==> config.mk <==
export PLATFORM = sky130hd
export DESIGN_NAME = predicate_hazard_issue_controller
export DESIGN_NICKNAME = d
export VERILOG_FILES = /design/src/rtl/predicate_hazard_issue_controller.sv
export SDC_FILE = /design/constraint.sdc
export NUM_CORES = 1
export LEC_CHECK = 0
export ABC_AREA = 1
export CORE_ASPECT_RATIO = 0.7
export CORE_MARGIN = 4
export CORE_UTILIZATION = 27
export CTS_CLUSTER_SIZE = 20
export DETAILED_ROUTE_END_ITERATION = 6
export DONT_BUFFER_PORTS = 1
export GPL_ROUTABILITY_DRIVEN = 0
export SETUP_SLACK_MARGIN = 0.2
export SLEW_MARGIN = 20
export SYNTH_ARGS = -nofsm -noshare
export SYNTH_HDL_FRONTEND = slang
export SYNTH_SLANG_ARGS = --single-unit
==> constraint.sdc <==
create_clock -name clock -period 3.17 [get_ports clock]
set_clock_uncertainty 0.15 [all_clocks]
set_input_delay 0.317 -clock clock [delete_from_list [all_inputs] [get_ports clock]]
set_output_delay 0.317 -clock clock [all_outputs]
set_load 0.005 [all_outputs]
==> src/rtl/predicate_hazard_issue_controller.sv <==
// rtl/predicate_hazard_issue_controller.sv - trigger-stage issue gating on in-flight predicate writes
// Tracks occupancy and destination type per downstream stage and counts hazard-blocked cycles.
module predicate_hazard_issue_controller #(
  parameter int NUM_DOWNSTREAM_STAGES = 3,
  parameter int COUNTER_WIDTH = 16,
  parameter int TIA_DT_WIDTH = 3,
  parameter logic [TIA_DT_WIDTH-1:0] TIA_DESTINATION_TYPE_PREDICATE = 3'd2
) (
  input  logic                                          clock,
  input  logic                                          reset,
  input  logic                                          trigger_valid,
  input  logic [TIA_DT_WIDTH-1:0]                       trigger_dt,
  input  logic                                          downstream_stall,
  input  logic                                          flush,
  input  logic                                          counter_clear,
  output logic                                          issue,
  output logic                                          hazard,
  output logic [NUM_DOWNSTREAM_STAGES-1:0]              stage_valid,
  output logic [NUM_DOWNSTREAM_STAGES*TIA_DT_WIDTH-1:0] stage_dt,
  output logic                                          predicate_retire,
  output logic [COUNTER_WIDTH-1:0]                      hazard_stall_count
);

  localparam int N = NUM_DOWNSTREAM_STAGES;
  localparam int W = TIA_DT_WIDTH;

  logic [N-1:0]             stage_valid_q, stage_valid_d;
  logic [N*W-1:0]           stage_dt_q, stage_dt_d;
  logic [COUNTER_WIDTH-1:0] count_q, count_d;
  logic [N-1:0]             pred_hit;
  logic                     count_inc;

  always_comb begin
    pred_hit = '0;
    for (int i = 0; i < N; i++) begin
      pred_hit[i] = stage_valid_q[i] && (stage_dt_q[i*W +: W] == TIA_DESTINATION_TYPE_PREDICATE);
    end
  end

  // Hazard looks only at registered stage state, so issue never depends on itself.
  assign hazard           = |pred_hit;
  assign issue            = !reset && trigger_valid && !hazard && !downstream_stall && !flush;
  assign predicate_retire = pred_hit[N-1] && !downstream_stall && !flush;
  assign count_inc        = trigger_valid && hazard && !downstream_stall && !flush;

  always_comb begin
    stage_valid_d = stage_valid_q;
    stage_dt_d    = stage_dt_q;
    if (flush) begin
      stage_valid_d = '0;
      stage_dt_d    = '0;
    end else if (!downstream_stall) begin
      for (int i = N - 1; i > 0; i--) begin
        stage_valid_d[i]       = stage_valid_q[i-1];
        stage_dt_d[i*W +: W]   = stage_dt_q[(i-1)*W +: W];
      end
      stage_valid_d[0]   = issue;
      stage_dt_d[0 +: W] = issue ? trigger_dt : '0;
    end
  end

  always_comb begin
    count_d = count_q;
    if (counter_clear) begin
      count_d = '0;
    end else if (count_inc && (count_q != {COUNTER_WIDTH{1'b1}})) begin
      count_d = count_q + COUNTER_WIDTH'(1);
    end
  end

  always_ff @(posedge clock or posedge reset) begin
    if (reset) begin
      stage_valid_q <= '0;
      stage_dt_q    <= '0;
      count_q       <= '0;
    end else begin
      stage_valid_q <= stage_valid_d;
      stage_dt_q    <= stage_dt_d;
      count_q       <= count_d;
    end
  end

  assign stage_valid        = stage_valid_q;
  assign stage_dt           = stage_dt_q;
  assign hazard_stall_count = count_q;

`ifndef SYNTHESIS
  always_ff @(posedge clock) begin
    if (!reset) begin
      assert ($countones(pred_hit) <= 1)
        else $error("more than one predicate writer in flight: %b", pred_hit);
    end
  end
`endif

endmodule

==> flow_results.xml, run 1 <==
<?xml version="1.0" encoding="UTF-8"?>
<metrics>
  <group name="run_status">
    <metric name="status" unit="">completed</metric>
  </group>
  <group name="cts">
    <metric name="cts_max_level" unit="">1</metric>
    <metric name="cts_hold_buf" unit="">1</metric>
    <metric name="clock_insertion_delay_worst_skew" unit="ns">0.29</metric>
    <metric name="clock_sink_count" unit="">28</metric>
    <metric name="cts-buffers-inserted" unit="">3</metric>
    <metric name="cts_tree" unit="">yes</metric>
    <metric name="clockRootBuffer" unit="">sky130_fd_sc_hd__clkbuf_8</metric>
    <metric name="cts.repair.resized" unit="">0</metric>
    <metric name="cts-root-to-sink-buffers" unit="">2</metric>
    <metric name="cts.clk_slew.worst_paths" unit="ns">0.10</metric>
    <metric name="post-cts-setup-buffers" unit="">0</metric>
  </group>
  <group name="timing">
    <metric name="fin_crit_sh" unit="%">60.2</metric>
    <metric name="timing.max_slew.rel_slack" unit="%">64.8</metric>
    <metric name="grt_setup_unrepaired" unit="">no</metric>
    <metric name="final_min_period" unit="ns">1.91</metric>
    <metric name="achievable-frequency" unit="MHz">524</metric>
    <metric name="slew_viol_final" unit="">0</metric>
    <metric name="finalHoldViolCount" unit="">0</metric>
    <metric name="max_slew.worst_pin.slew" unit="ns">0.527</metric>
    <metric name="setup_total_negative_slack" unit="ns">0</metric>
    <metric name="finalSetupViolations" unit="">0</metric>
  </group>
  <group name="yosys">
    <metric name="yosys.area.top_type" unit="">sky130_fd_sc_hd__dfrtp_1</metric>
    <metric name="ys_seq_area_share" unit="%">44.4</metric>
    <metric name="synthesized_area_fraction_occupied_by_ao_oa_aoi_and_oai_cells" unit="%">5.63</metric>
    <metric name="yosys-mux-area-fraction" unit="%">0</metric>
    <metric name="synth.area.top_cells" unit="">sky130_fd_sc_hd__dfrtp_1, sky130_fd_sc_hd__nand2_1, sky130_fd_sc_hd__inv_1</metric>
    <metric name="synthXorXnorAreaFrac" unit="%">4.44</metric>
    <metric name="yosysWarnings" unit="">0</metric>
    <metric name="synth-simple-area-share" unit="%">37.1</metric>
    <metric name="synth_edf_count" unit="">0</metric>
    <metric name="yosysUniqueCellTypes" unit="">24</metric>
    <metric name="syn-mean-instance-area" unit="um^2">7.74</metric>
    <metric name="synth_area" unit="um^2">1580</metric>
    <metric name="synth_fp_nets" unit="">214</metric>
    <metric name="synthArstFlopShare" unit="%">100</metric>
    <metric name="synthCells" unit="">204</metric>
    <metric name="yosys.area_share.adder" unit="%">0.792</metric>
    <metric name="dominantRegCellSynth" unit="">sky130_fd_sc_hd__dfrtp_1</metric>
    <metric name="postSynthRegisterBits" unit="">28</metric>
    <metric name="synth_top_family_by_area" unit="">simple AND/OR/NAND/NOR gates</metric>
    <metric name="yosys.area.top_type_share" unit="%">44.4</metric>
  </group>
  <group name="setup_path">
    <metric name="crit_path_start_kind" unit="">register</metric>
    <metric name="worst-endpoint-arrival" unit="ns">1.99</metric>
    <metric name="critical_path_required" unit="ns">3.25</metric>
    <metric name="worst-r2r-setup-slack" unit="ns">1.26</metric>
    <metric name="rr_endpoint" unit="">hazard_stall_count[10]</metric>
    <metric name="critical_path.endpoint_type" unit="">register</metric>
    <metric name="path_class" unit="">register to register</metric>
    <metric name="crit-reg2reg-launch" unit="">hazard_stall_count[1]</metric>
    <metric name="reg2reg_depth" unit="">9</metric>
    <metric name="timing.critical_path.fanout_max" unit="">17</metric>
  </group>
  <group name="route">
    <metric name="via_count_normalized_by_instance_count" unit="">4.59</metric>
    <metric name="detailedRoute.firstIterationViolations" unit="">74</metric>
    <metric name="remaining_drc_errors" unit="">0</metric>
    <metric name="vias" unit="">1277</metric>
    <metric name="antenna_left" unit="">0</metric>
    <metric name="totalWireLength" unit="um">3860</metric>
    <metric name="wl_per_cell" unit="um">13.9</metric>
    <metric name="number_of_iterations_in_the_first_detailed_routing_pass" unit="">4</metric>
  </group>
  <group name="worst_hold_path">
    <metric name="class_of_the_tightest_hold_or_removal_check" unit="">input pin to register</metric>
    <metric name="number_of_cells_traversed_by_the_worst_hold_path" unit="">2</metric>
    <metric name="hold_path_end" unit="">stage_dt[1]</metric>
    <metric name="worstHoldStart" unit="">trigger_dt[1]</metric>
  </group>
  <group name="final_layout">
    <metric name="num_antenna_cells" unit="">0</metric>
    <metric name="nets" unit="">217</metric>
    <metric name="drive_above_1_share" unit="%">7.28</metric>
    <metric name="final_cell_mix" unit="">sky130_fd_sc_hd__nand2_1, sky130_fd_sc_hd__dfrtp_1, sky130_fd_sc_hd__inv_1, sky130_fd_sc_hd__nor2_1, sky130_fd_sc_hd__nand3_1</metric>
    <metric name="final_common_cell" unit="">sky130_fd_sc_hd__nand2_1</metric>
    <metric name="flow.area_growth_from_synthesis" unit="%">8.08</metric>
    <metric name="final_area" unit="um^2">1710</metric>
  </group>
  <group name="floorplanning">
    <metric name="die_area" unit="um^2">7160</metric>
    <metric name="die-height" unit="um">72.0</metric>
    <metric name="horiz_die_dim" unit="um">99.4</metric>
    <metric name="placementRows" unit="">22</metric>
    <metric name="ioPinCount" unit="">40</metric>
    <metric name="start_util" unit="%">29.0</metric>
    <metric name="floorplan.core_area" unit="um^2">5450</metric>
  </group>
  <group name="global_routing">
    <metric name="wire_length_of_the_first_global_routing_pass" unit="um">6440</metric>
    <metric name="grt_pass1_vias" unit="">1221</metric>
    <metric name="number_of_antenna_violations_at_the_first_check_in_global_routing" unit="">0</metric>
    <metric name="globalRouteOverflowTotal" unit="">0</metric>
    <metric name="globalRouteTotalUtil" unit="%">11.4</metric>
    <metric name="largest_net_degree_at_the_start_of_global_routing" unit="">29</metric>
  </group>
  <group name="run">
    <metric name="cap_violations" unit="">0</metric>
  </group>
  <group name="power">
    <metric name="power.density_cell_area" unit="nW/um^2">364</metric>
    <metric name="cellLeakagePower" unit="nW">0.766</metric>
    <metric name="ir_drop_worst_vdd" unit="mV">0.185</metric>
  </group>
  <group name="placed_design">
    <metric name="dp_hpwl" unit="um">2920</metric>
    <metric name="io_buffer_count" unit="">0</metric>
    <metric name="place_area" unit="um^2">1640</metric>
  </group>
</metrics>
worst max-delay path by stage:
stage,startpoint,to,slack (ns)
floorplan,reset,issue,1.39
global placement,hazard_stall_count[1],hazard_stall_count[10],1.33
detailed placement,hazard_stall_count[1],hazard_stall_count[10],1.26
CTS,hazard_stall_count[1],hazard_stall_count[10],1.25
global route,hazard_stall_count[1],hazard_stall_count[11],1.09
finish,hazard_stall_count[1],hazard_stall_count[10],1.26
flip-flops by register name, indices dropped and copies added (netlist names):
signal / count
hazard_stall_count: 16
stage_dt: 9
stage_valid: 3
cell families (layout without fill, tap and decap cells):
family	count (synthesis)	after routing
compound gates	15	15
fa+ha+maj	1	1
xor+xnor	8	8
flops	28	28
simple gates	125	125
buf+inv	27	29
cells in the mapped netlist, types with 2 or more instances:
cell and number:
sky130_fd_sc_hd__nand2_1 68, sky130_fd_sc_hd__xnor2_1 4, sky130_fd_sc_hd__inv_1 22, sky130_fd_sc_hd__nand3_1 16, sky130_fd_sc_hd__o21bai_1 2, sky130_fd_sc_hd__nand3b_1 3
sky130_fd_sc_hd__nor2_8 2, sky130_fd_sc_hd__o21ai_0 3, sky130_fd_sc_hd__nor2_1 21, sky130_fd_sc_hd__dfrtp_1 28, sky130_fd_sc_hd__o21ai_1 3, sky130_fd_sc_hd__xor2_1 4
sky130_fd_sc_hd__nand4_1 7, sky130_fd_sc_hd__nand2_2 3, sky130_fd_sc_hd__o22ai_1 7, sky130_fd_sc_hd__nor2_4 3
worst max-delay path, stage by stage, from the launching register on:
cell and delay [ns]:
sky130_fd_sc_hd__dfrtp_1 0.45, sky130_fd_sc_hd__ha_1 0.23, sky130_fd_sc_hd__nand2_2 0.09, sky130_fd_sc_hd__nor2_4 0.16, sky130_fd_sc_hd__nand2_2 0.11, sky130_fd_sc_hd__nor2_4 0.17
sky130_fd_sc_hd__nor2_8 0.10, sky130_fd_sc_hd__nor2_8 0.22, sky130_fd_sc_hd__nand2_1 0.09, sky130_fd_sc_hd__nand2_1 0.08
metal layers:
layer / track usage [%] / wire length, um / up-vias
li1: - / - / 654
met4: 3.64 / 59 / 0
met3: 4.61 / 302 / 4
met5: 0 / 0 / -
met2: 16.7 / 1630 / 30
met1: 15.4 / 1870 / 589
report_power, final:
group          internal (mW)  switching (mW)
sequential             0.359         0.00249
combinational        0.00674          0.0226
clock                  0.112           0.118
per-stage QoR:
step / instances / hold WS [ns] / utilization, % / total power [mW] / worst slack (ns)
after floorplan: 204 / 0.241 / - / 0.392 / 1.39
after global placement: 273 / 0.225 / 30.1 / 0.397 / 1.33
after detailed placement: 273 / 0.231 / 30.1 / 0.398 / 1.26
after CTS: 278 / 0.0217 / 31.3 / 0.628 / 1.25
after global routing: 278 / 0.0325 / 31.3 / 0.647 / 1.09
final: 278 / 0.0168 / 31.3 / 0.621 / 1.26
cell type report:
| type | instances | area [um^2] |
|---|---|---|
| clock buffer | 4 | 55.1 |
| fill | 594 | 3740 |
| inverter | 23 | 86.3 |
| multi-input combinational | 149 | 757 |
| sequential | 28 | 701 |
| tap | 72 | 90.1 |
| timing repair buffer | 2 | 17.5 |
(Power assumes the default switching activity.)
==> run 2: changes to the inputs <==
clock period = 1.9 ns   (was 3.17 ns; I/O delays follow)
==> run 2 against run 1 <==
Effect of this change: the run now ends with negative hold slack left; final cell count rose by 10%; critical path depth grew 1; clock-buffer cell count down 1; global-route usage up 0.88 points; final area grew 19%; non-clock buffer count is 28 higher; via count grew 7.4%; die area unchanged; critical path type unchanged; critical endpoint is now hazard_stall_count[4]; largest power group unchanged.
==> flow_results.xml, run 2 (same netlist as run 1, synthesis figures left out) <==
<?xml version="1.0" encoding="UTF-8"?>
<metrics>
  <group name="run_status">
    <metric name="status" unit="">complete, but fails checks</metric>
    <metric name="failed_checks" unit="">negative hold slack</metric>
  </group>
  <group name="setup_path">
    <metric name="timing.critical_path.fanout_max" unit="">8</metric>
    <metric name="reg2reg_depth" unit="">10</metric>
    <metric name="cell_type_with_the_highest_occurrence_count_on_the_critical_path" unit="">sky130_fd_sc_hd__nor2_4</metric>
    <metric name="critical_path.endpoint" unit="">hazard_stall_count[4]</metric>
    <metric name="crit_path_start_kind" unit="">register</metric>
    <metric name="critical_path_cell_sequence" unit="">ha_4, nand2_4, nor2_4, nand2_2, nor2_4, nor2_8, buf_12, nor2_4, nand2_1, nand2_1</metric>
    <metric name="timing.critical_path.max_delay_family" unit="">simple AND/OR/NAND/NOR gates</metric>
    <metric name="timing.critical_path.depth" unit="">10</metric>
    <metric name="critical_path_required" unit="ns">1.97</metric>
    <metric name="critical_path.endpoint_type" unit="">register</metric>
    <metric name="timing.critical_path.slowest_stage_cell" unit="">sky130_fd_sc_hd__dfrtp_1</metric>
    <metric name="worst-r2r-setup-slack" unit="ns">0.17</metric>
    <metric name="worstSetupStartpoint" unit="">hazard_stall_count[0]</metric>
    <metric name="worst-endpoint-arrival" unit="ns">1.81</metric>
    <metric name="cp.buffers_inverters" unit="">1</metric>
    <metric name="crit-reg2reg-launch" unit="">hazard_stall_count[0]</metric>
    <metric name="path_class" unit="">register to register</metric>
    <metric name="rr_endpoint" unit="">hazard_stall_count[4]</metric>
    <metric name="critPathMaxStageDelay" unit="ns">0.41</metric>
  </group>
  <group name="final_layout">
    <metric name="flow.area_growth_from_synthesis" unit="%">28.8</metric>
    <metric name="final_core_util" unit="%">37.3</metric>
    <metric name="sequential_cell_area" unit="um^2">702</metric>
    <metric name="max_reg_flops" unit="">16</metric>
    <metric name="final_area" unit="um^2">2030</metric>
    <metric name="final_cell_count_no_fill" unit="">307</metric>
    <metric name="fill_cells" unit="">579</metric>
    <metric name="num_antenna_cells" unit="">0</metric>
    <metric name="multi_input_comb_area" unit="um^2">813</metric>
    <metric name="drive_above_1_share" unit="%">21.3</metric>
    <metric name="nets" unit="">246</metric>
    <metric name="final_common_cell" unit="">sky130_fd_sc_hd__nand2_1</metric>
    <metric name="final_cell_mix" unit="">sky130_fd_sc_hd__nand2_1, sky130_fd_sc_hd__dfrtp_1, sky130_fd_sc_hd__inv_1, sky130_fd_sc_hd__buf_4, sky130_fd_sc_hd__nor2_1</metric>
  </group>
  <group name="worst_hold_path">
    <metric name="class_of_the_tightest_hold_or_removal_check" unit="">input pin to register</metric>
    <metric name="worstHoldStart" unit="">counter_clear</metric>
  </group>
  <group name="placed_design">
    <metric name="dp_worst_setup_slack" unit="ns">0.148</metric>
    <metric name="dp.cells" unit="">287</metric>
    <metric name="io_buffer_count" unit="">0</metric>
    <metric name="place_area" unit="um^2">1750</metric>
    <metric name="dp_hpwl" unit="um">3130</metric>
  </group>
  <group name="cts">
    <metric name="cts_tree" unit="">yes</metric>
    <metric name="cts_max_level" unit="">1</metric>
    <metric name="cts-buffers-inserted" unit="">3</metric>
    <metric name="cts.clk_slew.worst_paths" unit="ns">0.10</metric>
    <metric name="clock_sink_count" unit="">28</metric>
    <metric name="cts_hold_buf" unit="">7</metric>
    <metric name="clockRootBuffer" unit="">sky130_fd_sc_hd__clkbuf_8</metric>
    <metric name="clock_insertion_delay_worst_skew" unit="ns">0.28</metric>
    <metric name="cts-root-to-sink-buffers" unit="">2</metric>
  </group>
  <group name="route">
    <metric name="antenna_left" unit="">0</metric>
    <metric name="wl_per_cell" unit="um">14.2</metric>
    <metric name="detailedRoute.firstIterationViolations" unit="">68</metric>
    <metric name="via_count_normalized_by_instance_count" unit="">4.47</metric>
    <metric name="totalWireLength" unit="um">4360</metric>
    <metric name="vias" unit="">1371</metric>
    <metric name="number_of_iterations_in_the_first_detailed_routing_pass" unit="">4</metric>
    <metric name="remaining_drc_errors" unit="">0</metric>
  </group>
  <group name="floorplanning">
    <metric name="die_area" unit="um^2">7160</metric>
    <metric name="ioPinCount" unit="">40</metric>
    <metric name="start_util" unit="%">29.0</metric>
    <metric name="placementRows" unit="">22</metric>
    <metric name="die-height" unit="um">72.0</metric>
    <metric name="horiz_die_dim" unit="um">99.4</metric>
    <metric name="floorplan.core_area" unit="um^2">5450</metric>
  </group>
  <group name="timing">
    <metric name="fin_crit_sh" unit="%">91.2</metric>
    <metric name="final_min_period" unit="ns">1.73</metric>
    <metric name="grt_setup_unrepaired" unit="">yes</metric>
    <metric name="worst_slack" unit="ns">0.167</metric>
    <metric name="finalSetupViolations" unit="">0</metric>
    <metric name="max_slew.worst_pin.slew" unit="ns">0.561</metric>
    <metric name="timing.max_slew.rel_slack" unit="%">62.6</metric>
    <metric name="achievable-frequency" unit="MHz">577</metric>
    <metric name="hold_ws" unit="ns">-0.0911</metric>
    <metric name="slew_viol_final" unit="">0</metric>
    <metric name="finalHoldViolCount" unit="">16</metric>
    <metric name="setup_total_negative_slack" unit="ns">0</metric>
  </group>
  <group name="global_routing">
    <metric name="number_of_antenna_violations_at_the_first_check_in_global_routing" unit="">0</metric>
    <metric name="globalRouteTotalUtil" unit="%">12.3</metric>
    <metric name="globalRouteOverflowTotal" unit="">0</metric>
    <metric name="largest_net_degree_at_the_start_of_global_routing" unit="">29</metric>
    <metric name="grt_pass1_vias" unit="">1312</metric>
    <metric name="wire_length_of_the_first_global_routing_pass" unit="um">7000</metric>
  </group>
  <group name="power">
    <metric name="cellLeakagePower" unit="nW">0.942</metric>
    <metric name="ir_drop_worst_vdd" unit="mV">0.274</metric>
    <metric name="report.power.total" unit="mW">1.14</metric>
    <metric name="power.density_cell_area" unit="nW/um^2">562</metric>
  </group>
  <group name="run">
    <metric name="cap_violations" unit="">0</metric>
  </group>
</metrics>
## run 2: cell count changes in the layout (fill, tap and decap cells not counted), sizes merged
cell	delta
bufinv	+1
dlygate4sd3	+6
clkbuf	-1
buf	+22
nor2	+1
## run 2: worst min-delay path, stage by stage
cell                      delay, ns
sky130_fd_sc_hd__nor2_8        0.03
sky130_fd_sc_hd__nand2_1       0.05
sky130_fd_sc_hd__nand2_1       0.04
## run 2: worst min-delay path by stage
| stage | endpoint | cells past startpoint |
|---|---|---|
| 2_1_floorplan | hazard_stall_count[0] | 1 |
| 3_3_place_gp | stage_dt[7] | 2 |
| 3_5_place_dp | stage_dt[7] | 2 |
| 4_1_cts | hazard_stall_count[6] | 3 |
| 5_1_grt | hazard_stall_count[11] | 3 |
| 6_report | hazard_stall_count[6] | 3 |
## run 2: timing repair
| action | in CTS | in global routing |
|---|---|---|
| endpoints found under the hold margin | 49 | 16 |
| gates resized for setup | 3 | 13 |
| cloned | 1 | 0 |
| buffers inserted | 0 | 8 |
| pin swaps | 3 | 8 |
| endpoints found under the setup margin | 17 | 17 |
## run 2: final cells by class
cell class	instances	share of cell area, %
clock buffers	3	2.03
repair buffers	30	13.3
multi-input cells	150	40.0
flip-flops and latches	28	34.5
well taps	72	4.43
clock inverters	1	1.48
inverters	23	4.24
## run 2: power by group
group	switching [mW]	total, mW	leakage [nW]	internal (mW)
registers	0.00428	0.604	0.389	0.599
clock network	0.195	0.477	0.0357	0.282
logic	0.0420	0.0624	0.518	0.0205
total	0.241	1.14	0.942	0.902
## run 2: metal layers
metal / GRT usage (%) / share of wire (%) / vias up
met4: 2.58 / 0.62 / 0
li1: - / - / 711
met2: 18.1 / 42 / 32
met3: 3.65 / 6.8 / 2
met5: 0 / 0 / -
met1: 17.8 / 50 / 626
